**config.mk**
```make
export PLATFORM = sky130hd
export DESIGN_NAME = inst_loader_flat
export DESIGN_NICKNAME = d
export VERILOG_FILES = /design/src/rtl/cpu_pkg.sv /design/src/rtl/inst_loader_if.sv /design/src/rtl/btn_debounce.sv /design/src/rtl/inst_loader.sv /design/src/flat_wrapper.sv
export SDC_FILE = /design/constraint.sdc
export NUM_CORES = 1
export LEC_CHECK = 0
export ABC_CLOCK_PERIOD_IN_PS = 2029
export BUFFER_PORTS_ARGS = -buffer_cell sky130_fd_sc_hd__buf_2
export CORE_ASPECT_RATIO = 2
export CORE_MARGIN = 2
export CORE_UTILIZATION = 49
export DETAILED_ROUTE_END_ITERATION = 10
export PLACE_DENSITY = 0.75
export RECOVER_POWER = 100
export SYNTH_ARGS = -nofsm -noshare
export SYNTH_HDL_FRONTEND = slang
export SYNTH_SLANG_ARGS = --single-unit
```
**constraint.sdc**
```tcl
create_clock -name clk -period 2.03 [get_ports clk]
set_input_delay 0.203 -clock clk [delete_from_list [all_inputs] [get_ports clk]]
set_output_delay 0.203 -clock clk [all_outputs]
set_load 0.01 [all_outputs]
```
**src/rtl/cpu_pkg.sv**
```systemverilog
// Shared definitions for the bit-serial CPU: instruction geometry,
// opcode constants and the instruction loader state encoding.
package cpu_pkg;

    localparam int INST_W = 12;
    localparam int CNT_W  = $clog2(INST_W + 1);

    localparam logic [3:0] OPC_ADD  = 4'b0000;
    localparam logic [3:0] OPC_SUB  = 4'b0001;
    localparam logic [3:0] OPC_OR   = 4'b0100;
    localparam logic [3:0] OPC_AND  = 4'b0101;
    localparam logic [3:0] OPC_XOR  = 4'b0110;
    localparam logic [3:0] OPC_ADDI = 4'b1000;
    localparam logic [3:0] OPC_SUBI = 4'b1001;
    localparam logic [3:0] OPC_ORI  = 4'b1010;
    localparam logic [3:0] OPC_ANDI = 4'b1011;
    localparam logic [3:0] OPC_XORI = 4'b1100;

    typedef enum logic [1:0] {
        LOAD  = 2'd0,
        READY = 2'd1,
        BUSY  = 2'd2
    } ld_state_t;

endpackage

```
**src/rtl/inst_loader_if.sv**
```systemverilog
// Front-panel bundle between the operator controls, the loader and
// the execute side.
interface inst_loader_if;
    import cpu_pkg::*;

    logic              btn_raw;
    logic              bit_raw;
    logic              clr_inst;
    logic              exec_done;
    logic [INST_W-1:0] instr;
    logic [3:0]        opcode;
    logic [INST_W-5:0] imm;
    logic              inst_done;
    logic              btn_edge;
    logic              busy;
    logic [CNT_W-1:0]  bit_cnt;

    modport master (
        output btn_raw, bit_raw, clr_inst, exec_done,
        input  instr, opcode, imm, inst_done, btn_edge, busy, bit_cnt
    );

    modport slave (
        input  btn_raw, bit_raw, clr_inst, exec_done,
        output instr, opcode, imm, inst_done, btn_edge, busy, bit_cnt
    );

endinterface

```
**src/rtl/btn_debounce.sv**
```systemverilog
// Pushbutton conditioner: synchronizer, stability counter and a
// one-cycle pulse on each accepted press.
module btn_debounce #(
    parameter logic [15:0] DEBOUNCE_CYCLES = 16'd50000,
    parameter int          SYNC_STAGES     = 2
) (
    input  logic clk,
    input  logic rst,
    input  logic raw,
    output logic press
);

    logic [SYNC_STAGES-1:0] sync_q;
    logic                   level_q;
    logic [15:0]            cnt_q;
    logic                   synced;

    assign synced = sync_q[SYNC_STAGES-1];

    always_ff @(posedge clk or posedge rst) begin
        if (rst) begin
            sync_q  <= '0;
            level_q <= 1'b0;
            cnt_q   <= '0;
            press   <= 1'b0;
        end else begin
            sync_q[0] <= raw;
            for (int i = 1; i < SYNC_STAGES; i++) begin
                sync_q[i] <= sync_q[i-1];
            end
            press <= 1'b0;
            if (synced == level_q) begin
                cnt_q <= '0;
            end else if (cnt_q == DEBOUNCE_CYCLES - 16'd1) begin
                // Only a 0->1 flip of the level counts as a press
                level_q <= synced;
                cnt_q   <= '0;
                press   <= synced;
            end else begin
                cnt_q <= cnt_q + 16'd1;
            end
        end
    end

endmodule

```
**src/rtl/inst_loader.sv**
```systemverilog
// Operator front end: shifts in one instruction bit per press, then
// turns the next press into the execute trigger.
module inst_loader #(
    parameter logic [15:0] DEBOUNCE_CYCLES = 16'd50000,
    parameter int          SYNC_STAGES     = 2
) (
    input logic         clk,
    input logic         rst,
    inst_loader_if.slave bus
);
    import cpu_pkg::*;

    logic                   press;
    logic [SYNC_STAGES-1:0] bit_q;
    logic                   bit_s;

    ld_state_t         state_q, state_nx;
    logic [INST_W-1:0] instr_q, instr_nx;
    logic [CNT_W-1:0]  cnt_q, cnt_nx;
    logic              done_q, done_nx;
    logic              busy_q, busy_nx;
    logic              trig_q, trig_nx;

    btn_debounce #(
        .DEBOUNCE_CYCLES(DEBOUNCE_CYCLES),
        .SYNC_STAGES    (SYNC_STAGES)
    ) u_btn (
        .clk  (clk),
        .rst  (rst),
        .raw  (bus.btn_raw),
        .press(press)
    );

    always_ff @(posedge clk or posedge rst) begin
        if (rst) begin
            bit_q <= '0;
        end else begin
            bit_q[0] <= bus.bit_raw;
            for (int i = 1; i < SYNC_STAGES; i++) begin
                bit_q[i] <= bit_q[i-1];
            end
        end
    end

    assign bit_s = bit_q[SYNC_STAGES-1];

    always_ff @(posedge clk or posedge rst) begin
        if (rst) begin
            state_q <= LOAD;
            instr_q <= '0;
            cnt_q   <= '0;
            done_q  <= 1'b0;
            busy_q  <= 1'b0;
            trig_q  <= 1'b0;
        end else begin
            state_q <= state_nx;
            instr_q <= instr_nx;
            cnt_q   <= cnt_nx;
            done_q  <= done_nx;
            busy_q  <= busy_nx;
            trig_q  <= trig_nx;
        end
    end

    always_comb begin
        state_nx = state_q;
        instr_nx = instr_q;
        cnt_nx   = cnt_q;
        done_nx  = done_q;
        busy_nx  = busy_q;
        trig_nx  = 1'b0;
        // Abort wins over any press or completion in the same cycle
        if (bus.clr_inst) begin
            state_nx = LOAD;
            cnt_nx   = '0;
            done_nx  = 1'b0;
            busy_nx  = 1'b0;
        end else begin
            unique case (state_q)
                LOAD: begin
                    if (press) begin
                        instr_nx = {bit_s, instr_q[INST_W-1:1]};
                        cnt_nx   = cnt_q + CNT_W'(1);
                        if (cnt_q == CNT_W'(INST_W - 1)) begin
                            state_nx = READY;
                            done_nx  = 1'b1;
                        end
                    end
                end
                READY: begin
                    if (press) begin
                        state_nx = BUSY;
                        busy_nx  = 1'b1;
                        trig_nx  = 1'b1;
                    end
                end
                BUSY: begin
                    if (bus.exec_done) begin
                        state_nx = LOAD;
                        cnt_nx   = '0;
                        done_nx  = 1'b0;
                        busy_nx  = 1'b0;
                    end
                end
                default: state_nx = LOAD;
            endcase
        end
    end

    assign bus.instr     = instr_q;
    assign bus.opcode    = instr_q[3:0];
    assign bus.imm       = instr_q[INST_W-1:4];
    assign bus.bit_cnt   = cnt_q;
    assign bus.inst_done = done_q;
    assign bus.busy      = busy_q;
    assign bus.btn_edge  = trig_q;

endmodule

```
**src/flat_wrapper.sv**
```systemverilog
// flat-port wrapper written by rule: the top's interface ports become plain ports
module inst_loader_flat import cpu_pkg::*;
#(
    parameter logic [15:0] DEBOUNCE_CYCLES = 16'd50000,
    parameter int          SYNC_STAGES     = 2
)
  (clk, rst, bus_btn_raw, bus_bit_raw, bus_clr_inst, bus_exec_done, bus_instr, bus_opcode, bus_imm, bus_inst_done, bus_btn_edge, bus_busy, bus_bit_cnt);
  inst_loader_if bus_i ();
  input logic clk;
  input logic rst;
  input wire logic [$bits(bus_i.btn_raw)-1:0] bus_btn_raw;
  input wire logic [$bits(bus_i.bit_raw)-1:0] bus_bit_raw;
  input wire logic [$bits(bus_i.clr_inst)-1:0] bus_clr_inst;
  input wire logic [$bits(bus_i.exec_done)-1:0] bus_exec_done;
  output wire logic [$bits(bus_i.instr)-1:0] bus_instr;
  output wire logic [$bits(bus_i.opcode)-1:0] bus_opcode;
  output wire logic [$bits(bus_i.imm)-1:0] bus_imm;
  output wire logic [$bits(bus_i.inst_done)-1:0] bus_inst_done;
  output wire logic [$bits(bus_i.btn_edge)-1:0] bus_btn_edge;
  output wire logic [$bits(bus_i.busy)-1:0] bus_busy;
  output wire logic [$bits(bus_i.bit_cnt)-1:0] bus_bit_cnt;
  assign bus_i.btn_raw = bus_btn_raw;
  assign bus_i.bit_raw = bus_bit_raw;
  assign bus_i.clr_inst = bus_clr_inst;
  assign bus_i.exec_done = bus_exec_done;
  assign bus_instr = bus_i.instr;
  assign bus_opcode = bus_i.opcode;
  assign bus_imm = bus_i.imm;
  assign bus_inst_done = bus_i.inst_done;
  assign bus_btn_edge = bus_i.btn_edge;
  assign bus_busy = bus_i.busy;
  assign bus_bit_cnt = bus_i.bit_cnt;
  inst_loader #(.DEBOUNCE_CYCLES(DEBOUNCE_CYCLES), .SYNC_STAGES(SYNC_STAGES)) u_core (.clk(clk), .rst(rst), .bus(bus_i));
endmodule
```
==> results by group <==
Drt
  – Vias: 1392
  – DRC viols: 0
  – Initial DRC count: 27
  – TritonRoute pass-1 iters: 4
  – Via density: 5.233
  – DRT antenna net count: 0
  – Routed length per placed instance: 13.47 um
  – Final wirelength: 3584 um

Timing
  – Hold Fails Final Rpt: 0
  – Setup slack after layout: 23.86 ps
  – Slew @ Worst Pin: 1033 ps
  – Hold Slack: 160.5 ps
  – Setup TNS: 0 ps
  – Final setup viols: 0
  – Worst rel slew slack: 31.16%
  – RSZ-0062 raised after global routing: yes
  – Max Slew Vio Count: 0
  – Fmax: 0.4985 GHz
  – Min Tclk post-route: 2006 ps
  – Period utilization: 98.82%
  – Final setup skew: 6.092 ps

Layout
  – Area grow syn2layout: 14.13%
  – Commonest non-fill, non-tap cell in the layout: dfrtp_1
  – Most frequent cells in the layout: dfrtp_1 (43), clkbuf_1 (31), nor2_1 (20), mux2_2 (15), xnor2_1 (13)
  – Share of cells above drive strength 1: 20.00%
  – Fill cell count: 364
  – Antenna diodes: 0
  – Post-layout util: 58.63%
  – Nets@finish: 223
  – Post-route cell area: 0.002253 mm^2

Critical path
  – Kind of critical path: reg2reg
  – Critical Path End Type: flip-flop
  – Internal reg-to-reg setup slack: 20 ps
  – FF-to-FF Start: u_core.u_btn.cnt_q[12]$_DFF_PP0_
  – Critical path arrival: 2180 ps
  – Reg2reg end: u_core.u_btn.level_q$_DFFE_PP0P_
  – Max stage delay cell, worst path: or4_4
  – Worst path max stage delay: 570 ps
  – CP max FO: 3
  – Reg2reg path depth: 4
  – CP cell instances: or4_1 -> or4_4 -> nor2_4 -> mux2_4
  – Crit start category: flip-flop
  – Critical Path RT: 2200 ps

Status
  – Outcome: finished clean

Hold path
  – Hold Path Cell Cnt: 2
  – Worst min-delay path class: in2reg
  – Worst Hold Path EP: u_core.bus.btn_edge$_DFF_PP0_
  – Min-delay src: bus_clr_inst

GRT
  – Vias in the first global route: 1363
  – GRT Util Overall: 17.41%
  – Congestion Overflow GR: 0
  – Antenna violations before repair: 0
  – First-pass GRT wire length: 6072 um
  – Largest net degree at the start of global routing: 44

Synth
  – Largest cells by area after synthesis: dfrtp_1 (54%), mux2_2 (9.1%), xnor2_1 (5.8%), buf_4 (4.6%), nor2_1 (3.8%)
  – Synth Area per Inst: 11.28 um^2
  – Total number of yosys warnings: 0
  – Post-Synthesis Cells: 175
  – Yosys top cell area share: 54.50%
  – Synth cell types: 37
  – Synth Cell Area: 0.001974 mm^2
  – Post-Syn Nets: 183
  – Seq/Total Area, Yosys: 54.50%
  – Synth area leader: dfrtp_1
  – Seq cells post-synth: 43

Die
  – Cell Rows: 32
  – Core Area: 0.003844 mm^2
  – Die ar.: 0.004584 mm^2
  – Chip width: 48.89 um
  – I/O Pins: 37
  – Die H: 93.77 um
  – Initial Util: 51.37%

Pwr
  – PwrDens: 646.3 mW/mm^2
  – LEAKAGE: 0.001008 uW
  – VDD IR max: 0.4069 mV

Placement
  – Dpl ws: -0.7998 ps
  – Port bufs: 36
  – GP Congestion: 0.7814
  – Dpl hpwl: 2549 um
  – Placed Area: 0.002195 mm^2

CTS
  – Clk Tree Root Cell: clkbuf_8
  – Clock insertion delay at the later pin of the skew report: 290 ps
  – CTS buffer count: 5
  – Clk slew on worst S/H paths: 70 ps
  – Postcts setup bufs: 0
  – TritonCTS sink count: 43
  – Htree depth: 2
  – CTS tree: built
  – CTS max path bufs: 2

Flow run
  – Max-cap violations: 0
[state kept, by name (all words and copies together), names as in the netlist]
| signal | cells |
|---|---|
| u_core.bit_q | 2 |
| u_core.bus.bit_cnt | 4 |
| u_core.bus.btn_edge | 1 |
| u_core.bus.busy | 1 |
| u_core.bus.inst_done | 1 |
| u_core.bus.instr | 12 |
| u_core.state_q | 2 |
| u_core.u_btn.cnt_q | 16 |
| u_core.u_btn.level_q | 1 |
| u_core.u_btn.press | 1 |
| u_core.u_btn.sync_q | 2 |
[worst max-delay path: cells and delay by family (launching register included)]
kind	cells	cell delay [ps]
and+or+nand+nor	3	1220
muxes	1	300
DFF	1	380
[where the power goes]
group / switching [uW] / internal (uW) / leakage (uW)
combinational: 33.0 / 17.1 / 0.000371
sequential: 6.75 / 865 / 0.000589
clock: 268 / 267 / 0.0000470
[routing by layer]
layer	up-vias	global-route usage (%)	part of all wire [%]	wire length, um
met5	-	0	0	0
met4	0	9.524	2.7	96
met3	10	3.503	3.9	141
met2	38	32.19	55	1972
met1	676	17.89	38	1373
li1	668	-	-	-
[worst max-delay path by stage]
stage                                     startpoint                                to  slack, ps  depth (start not counted)
finish              u_core.u_btn.cnt_q[12]$_DFF_PP0_  u_core.u_btn.level_q$_DFFE_PP0P_         20                          4
global route        u_core.u_btn.cnt_q[12]$_DFF_PP0_  u_core.u_btn.level_q$_DFFE_PP0P_        -40                          4
CTS                 u_core.u_btn.cnt_q[12]$_DFF_PP0_  u_core.u_btn.level_q$_DFFE_PP0P_         10                          4
detailed placement  u_core.u_btn.cnt_q[12]$_DFF_PP0_  u_core.u_btn.level_q$_DFFE_PP0P_       -0.8                          4
global placement    u_core.u_btn.cnt_q[12]$_DFF_PP0_  u_core.u_btn.level_q$_DFFE_PP0P_         50                          4
floorplan           u_core.u_btn.cnt_q[12]$_DFF_PP0_  u_core.u_btn.level_q$_DFFE_PP0P_         20                          4
[cells by family after synthesis]
group           share of synthesized area, %
simple gates                           16.29
flops                                  54.50
buf+inv                                7.161
mux                                    9.632
compound gates                         4.944
xor+xnor                               6.211
fa+ha+maj                              1.267
[timing repair]
action | in CTS | in global routing
endpoints found under the hold margin | 0 | 2
hold buffers | 0 | 2
resized for setup | 1 | 0
endpoints found under the setup margin | 1 | 1
[stage by stage]
step | power [uW] | cells
detailed placement | 940.2 | 257
global placement | 938.7 | 257
CTS | 1478 | 264
global route | 1533 | 266
finish | 1456 | 266
floorplan | 918.7 | 175
[cells in the mapped netlist]
library cell	count
a21boi_0	1
nor2_4	1
nand3_1	9
xnor2_1	13
nand2b_1	1
o21bai_4	1
dfrtp_1	43
nor2_1	20
mux2i_1	1
o21a_1	1
and2_0	1
buf_2	2
o22ai_1	1
and3b_1	1
nand2_1	7
o21ai_0	3
or4_1	1
or3_2	1
o211ai_1	1
xor2_1	1
or3_1	1
inv_1	8
a22o_1	1
buf_6	1
a21oi_1	4
nor2b_1	1
ha_1	2
nor3_1	7
nor4_1	4
and3_1	1
a31oi_1	1
nand4_1	3
mux2_2	16
or4_4	1
buf_4	12
or4b_2	1
nand4b_1	1
[area by class of cell]
cell class	instances	area [um^2]	share of cell area, %
timing repair buffer	48	235.2	10.44
clock inverter	1	5.005	0.2221
inverter	8	30.03	1.333
tap	51	63.81	2.832
clock buffer	6	82.58	3.665
sequential	43	1076	47.75
multi-input combinational	109	760.7	33.76
(Power assumes the default switching activity.)
